### src/rtl/crg_out_packer_pkg.sv
// crg_out_packer_pkg: shared word type, beat width helper and packer FSM states.
// Contents: LEN_PRNG/prng_t (upstream word), OUT_W (default packed beat width),
// out_w() (beat width for any words-per-beat), pkr_state_t (packer FSM states).
package crg_out_packer_pkg;
    localparam int LEN_PRNG = 32;
    typedef logic [LEN_PRNG-1:0] prng_t;
    localparam int WORDS_PER_BEAT_DEF = 4;
    localparam int OUT_W = WORDS_PER_BEAT_DEF * LEN_PRNG;
    typedef enum logic [1:0] {IDLE, RUN, FLUSH, DONE} pkr_state_t;
    function automatic int out_w(input int words);
        return words * LEN_PRNG;
    endfunction
endpackage

### src/rtl/crg_out_packer_beat_fifo.sv
// beat_fifo: synchronous FIFO of {last, data} beats with full/empty flags.
// Ports: clk_i/rst_i clock and sync reset; push/din write side; pop/dout read
// side (dout is the head entry); full/empty occupancy flags.
module beat_fifo #(
    parameter int W     = 8,
    parameter int DEPTH = 4
) (
    input  logic         clk_i,
    input  logic         rst_i,
    input  logic         push,
    input  logic [W-1:0] din,
    input  logic         pop,
    output logic [W-1:0] dout,
    output logic         full,
    output logic         empty
);
    localparam int AW = DEPTH > 1 ? $clog2(DEPTH) : 1;
    localparam int CW = $clog2(DEPTH + 1);
    logic [W-1:0]  mem [DEPTH];
    logic [AW-1:0] wptr, rptr;
    logic [CW-1:0] count;
    logic          wr, rd;
    function automatic logic [AW-1:0] nxt(input logic [AW-1:0] p);
        return p == AW'(DEPTH - 1) ? '0 : p + 1'b1;
    endfunction
    assign full  = count == CW'(DEPTH);
    assign empty = count == '0;
    assign wr    = push && !full;
    assign rd    = pop && !empty;
    assign dout  = mem[rptr];
    always_ff @(posedge clk_i)
        if (wr) mem[wptr] <= din;
    always_ff @(posedge clk_i) begin
        if (rst_i) begin
            wptr  <= '0;
            rptr  <= '0;
            count <= '0;
        end else begin
            if (wr) wptr <= nxt(wptr);
            if (rd) rptr <= nxt(rptr);
            count <= count + CW'(wr) - CW'(rd);
        end
    end
endmodule

### src/rtl/crg_out_packer.sv
// crg_out_packer: packs upstream prng_t words into WORDS_PER_BEAT-wide beats for a run of nbeats.
// Ports: clk_i/rst_i clock and sync reset; start_i/nbeats_i run request;
// z_i/z_valid_i/z_ready_o word input; m_data_o/m_valid_o/m_last_o/m_ready_i
// beat output; busy_o not idle; done_o one-cycle run completion pulse.
module crg_out_packer
    import crg_out_packer_pkg::*;
#(
    parameter int WORDS_PER_BEAT = 4,
    parameter int FIFO_DEPTH     = 4
) (
    input  logic                                clk_i,
    input  logic                                rst_i,
    input  logic                                start_i,
    input  logic [15:0]                         nbeats_i,
    input  prng_t                               z_i,
    input  logic                                z_valid_i,
    output logic                                z_ready_o,
    output logic [WORDS_PER_BEAT*LEN_PRNG-1:0]  m_data_o,
    output logic                                m_valid_o,
    output logic                                m_last_o,
    input  logic                                m_ready_i,
    output logic                                busy_o,
    output logic                                done_o
);
    localparam int BW = out_w(WORDS_PER_BEAT);
    localparam int LW = WORDS_PER_BEAT > 1 ? $clog2(WORDS_PER_BEAT) : 1;
    pkr_state_t    state;
    logic [15:0]   nbeats, beat_cnt;
    logic [LW-1:0] lane;
    logic [BW-1:0] acc, beat;
    logic [BW:0]   head;
    logic          take, last_lane, push, is_last, full, empty;
    assign z_ready_o = state == RUN && !full;
    assign take      = z_valid_i && z_ready_o;
    assign last_lane = lane == LW'(WORDS_PER_BEAT - 1);
    assign push      = take && last_lane;
    assign is_last   = beat_cnt == nbeats - 16'd1;
    assign m_valid_o = !empty;
    // Head storage is not reset, so mask it until a real beat is present.
    assign m_data_o  = empty ? '0 : head[BW-1:0];
    assign m_last_o  = !empty && head[BW];
    assign busy_o    = state != IDLE;
    // Completed beat includes the word arriving this cycle in the final lane.
    always_comb begin
        beat = acc;
        beat[lane*LEN_PRNG +: LEN_PRNG] = z_i;
    end
    beat_fifo #(.W(BW + 1), .DEPTH(FIFO_DEPTH)) u_fifo (
        .clk_i (clk_i),
        .rst_i (rst_i),
        .push  (push),
        .din   ({is_last, beat}),
        .pop   (m_valid_o && m_ready_i),
        .dout  (head),
        .full  (full),
        .empty (empty)
    );
    always_ff @(posedge clk_i) begin
        if (rst_i) begin
            state    <= IDLE;
            nbeats   <= '0;
            beat_cnt <= '0;
            lane     <= '0;
            acc      <= '0;
            done_o   <= 1'b0;
        end else begin
            done_o <= state == DONE;
            if (take) begin
                acc  <= beat;
                lane <= last_lane ? '0 : lane + 1'b1;
            end
            if (push) beat_cnt <= beat_cnt + 16'd1;
            case (state)
                IDLE:
                    if (start_i) begin
                        nbeats   <= nbeats_i;
                        beat_cnt <= '0;
                        lane     <= '0;
                        state    <= nbeats_i == '0 ? DONE : RUN;
                    end
                RUN:     if (push && is_last) state <= FLUSH;
                FLUSH:   if (empty) state <= DONE;
                default: state <= IDLE;
            endcase
        end
    end
endmodule

### config.mk
export PLATFORM = sky130hd
export DESIGN_NAME = crg_out_packer
export DESIGN_NICKNAME = d
export VERILOG_FILES = /design/src/rtl/crg_out_packer_pkg.sv /design/src/rtl/crg_out_packer_beat_fifo.sv /design/src/rtl/crg_out_packer.sv
export SDC_FILE = /design/constraint.sdc
export NUM_CORES = 1
export LEC_CHECK = 0
export CORE_MARGIN = 8
export CORE_UTILIZATION = 53
export CTS_CLUSTER_SIZE = 8
export DETAILED_ROUTE_END_ITERATION = 6
export GPL_TIMING_DRIVEN = 0
export PLACE_DENSITY = 0.79
export SYNTH_ARGS = -nofsm -noshare
export SYNTH_HDL_FRONTEND = slang
export SYNTH_SLANG_ARGS = --single-unit
### constraint.sdc
create_clock -name clk_i -period 5.1 [get_ports clk_i]
set_input_delay 0.51 -clock clk_i [delete_from_list [all_inputs] [get_ports clk_i]]
set_output_delay 0.51 -clock clk_i [all_outputs]
set_load 0.03 [all_outputs]
==> impl_results.md, run 1 <==
* Final Cycle Share at between 90% and 100%
* Routed Wire Length at 73100 um
* # clock sinks at 690
* Final net count at 2459
* Max Slew Vio Count at 0
* Main combinational cell family by area after synthesis: simple AND/OR/NAND/NOR gates
* P_sw at around 6.1 mW
* Pint at 12.4 mW
* Slew @ Worst Pin at 1.19 ns
* Async S/R FF share, synth at 0%
* Hold_buf cts at 0
* Largest area contributor in the netlist: edfxtp_1
* EDFF count, synth at 516
* Worst Path Arrival at 4.10 ns
* Final min period at between 4 and 5 ns
* Grt ovf at 0
* Drt drc at 0
* Pwr/cell area at about 550 nW/um2
* Layout Skew at 0.0190 ns
* Clock Path Buffers at 3
* Area contributors post-synth: edfxtp_1 (55%), dfxtp_1 (12%), mux4_2 (10%), nand2_1 (5.0%), and2_1 (3.0%)
* Cells after Synth at 2095
* Adder-Cell Fraction of Synth Area at 0.917%
* Comb power frac at 33.6%
* Syn Nets at 2168
* DPL Wire Length at 47700 um
* Routed wire per std cell at ~23 um
* Pin count of the biggest net entering global routing at 56
* Iter 0 DRT Violations at 1834
* Synth Area per Inst at 13.4 um2
* Setup Viol. Count Final at 0
* I/O Buffers at 185
* Sw frac at 33.1%
* I/O pin cnt at 186
* Outcome: complete, no violations
* Relative slew slack at 20.4%
* Final hold slack at 0.455 ns
* Register area share after synthesis at 67.5%
* Clock latency on the worst-skew pair at around 0.62 ns
* Seq pwr share at 34.4%
* Die Y at between 200 and 250 um
* Fmax at between 200 and 250 MHz
* Initial antenna violation count at 0
* Starting density of the core at 53.5%
* Most frequent cells in the layout: edfxtp_1 (516), nand2_1 (376), clkdlybuf4s50_1 (185)
* P&R area growth vs syn at 20.5%
* Synth Area in Compound Gates at 6.07%
* Placed Area at 31100 um2
* CTS clk-pin slew, worst paths at 0.05 ns
* Die X at 246 um
* Post_cts resized at 0
* Crit path launch type: register
* Vias at 18.5k
* Leakage at 11.0 nW
* Layout cells sized above 1 at 10.3%
* Most common cell after layout, fill and taps aside: edfxtp_1
* Design area at approximately 34000 um2
* First-pass GRT wire length at between 100000 and 150000 um
* Post-DRT Antenna Nets at 0
* #FFs+latches synth at 690
* Clk network pwr share at a little under a third
* Critical Path End Type: output pin
* Multiplexer area fraction after synthesis at 10.3%
* Area share of the largest cell type after synthesis at between 50% and 60%
* Main flop type after synthesis: edfxtp_1
* Hold Vio Cnt, Final at 0
* Synth Area in Simple Gates at about a tenth
* Htree depth at 3
* Vias in the first global route at 19.4k
* Core Rows at 84
* Ys Warns at 0
* WS Path Type: reg2out
* Cell area after synthesis at 28100 um2
* CTS buffer count at 96
* Peak supply drop at 398 uV
* Drt pass-1 iters at 6
* GP Congestion at 0.869
* RSZ-0062 raised after global routing: no
* Netlist cell types at 49
* Crit path max fanout at 10
* CP required at 4.59 ns
* CTS tree: done
* Buffers inserted by post-CTS timing repair at 0
* GRT Total Usage at about a quarter
* Core Box Area at 52600 um2
* Clock root buffer: clkbuf_16
* Total of max-cap violations at 0
* Xor/xnor share of the synthesized area at 1.06%
* Die area at 60700 um2
* Vias per cell at 5.87
* HP Class: reg2reg
==> routing by layer <==
| layer | routed length (um) | track usage, % | up-vias |
|---|---|---|---|
| li1 | - | - | 8117 |
| met1 | 26700 | 29.2 | 9164 |
| met2 | 35600 | 40.2 | 1042 |
| met3 | 7370 | 5.13 | 212 |
| met4 | 3460 | 11.9 | 0 |
| met5 | 0 | 0 | - |
==> cells in the mapped netlist, types with 2 or more instances <==
| cell | n |
|---|---|
| or4_1 | 2 |
| nand4_1 | 6 |
| dfxtp_1 | 174 |
| nor2b_1 | 4 |
| a2bb2oi_1 | 2 |
| nand2b_1 | 2 |
| o211a_1 | 3 |
| ha_1 | 19 |
| mux4_2 | 129 |
| nor2_1 | 63 |
| a21oi_1 | 124 |
| nand3_1 | 12 |
| xnor2_1 | 20 |
| and4_1 | 2 |
| nor3b_1 | 3 |
| inv_1 | 148 |
| a31oi_1 | 4 |
| nor3_1 | 13 |
| nand4_2 | 2 |
| xor2_1 | 14 |
| and2_1 | 135 |
| or3_1 | 4 |
| nor4_1 | 8 |
| nand2_1 | 376 |
| a221o_1 | 2 |
| edfxtp_1 | 516 |
| a211oi_1 | 32 |
| and3_1 | 2 |
| o21ai_0 | 131 |
| clkbuf_1 | 106 |
| buf_1 | 19 |
==> final cells by class <==
| cell class | count | area (um2) |
|---|---|---|
| Multi-Input combinational cell | 1132 | 8120 |
| Antenna cell | 1 | 2.50 |
| Clock inverter | 4 | 35.0 |
| Tap cell | 688 | 861 |
| Buffer | 125 | 469 |
| Sequential cell | 690 | 19000 |
| Clock buffer | 174 | 2780 |
| Fill cell | 3579 | 18700 |
| Inverter | 148 | 556 |
| Timing Repair Buffer | 193 | 2070 |
==> sequential cells by signal (all words and copies together), names as in the netlist, named ones only <==
register,count
u_fifo.mem,516
acc,128
done_o,1
u_fifo.count,3
nbeats,16
beat_cnt,16
state,2
u_fifo.wptr,2
lane,2
u_fifo.rptr,2
==> power by group through the flow <==
stage	combinational [mW]	clock (mW)	sequential, mW
finish	6.22	5.90	6.37
global placement	6.10	0	6.45
CTS	6.27	5.92	6.36
detailed placement	6.20	0	6.47
floorplan	3.79	0	6.44
global route	6.58	6.17	6.37
==> worst paths after layout <==
kind,startpoint,to,slack [ns],cells after the start
max,register,m_data_o[57],0.49,5
min,acc[49],acc[49],0.46,2
max reg2reg,state[1],u_fifo.mem[0][70],0.62,12
min reg2reg,acc[49],acc[49],0.46,2
==> through the flow <==
step	worst slack [ns]	utilization, %	TNS (ns)	total power [mW]	std cells
floorplan	0.827	-	0	10.2	2095
global placement	-0.800	58.7	-404.26	12.6	2968
detailed placement	0.725	59.1	0	12.7	2976
CTS	0.448	64.5	0	18.6	3154
global route	0.420	64.5	0	19.1	3154
finish	0.490	64.5	0	18.5	3155
==> critical path, cell delays in order, from the launching register on <==
cell and delay, ns:
dfxtp_1 0.34, clkbuf_1 0.88, buf_1 0.77, mux4_2 0.69, and2_1 0.20, clkdlybuf4s50_1 0.59
==> cell families (layout without fill, tap and decap cells) <==
| family | after synthesis | count (layout) |
|---|---|---|
| DFF | 690 | 690 |
| and+or+nand+nor | 642 | 642 |
| AOI/OAI and AO/OA | 307 | 307 |
| buffers and inverters | 273 | 644 |
| muxes | 129 | 129 |
| xor gates and xnor gates | 34 | 34 |
| adders and majority gates | 20 | 20 |
| other | 0 | 1 |
No activity file was read; power rests on OpenSTA's default activity.
==> run 2, diff against run 1 <==
--- a/config.mk
+++ b/config.mk
@@ -11,6 +11,7 @@
 export DETAILED_ROUTE_END_ITERATION = 6
 export GPL_TIMING_DRIVEN = 0
 export PLACE_DENSITY = 0.79
+export SETUP_SLACK_MARGIN = 0.02
 export SYNTH_ARGS = -nofsm -noshare
 export SYNTH_HDL_FRONTEND = slang
 export SYNTH_SLANG_ARGS = --single-unit
==> results of run 2 <==
The final DEF is identical to that of run 1; final timing and power are the same.
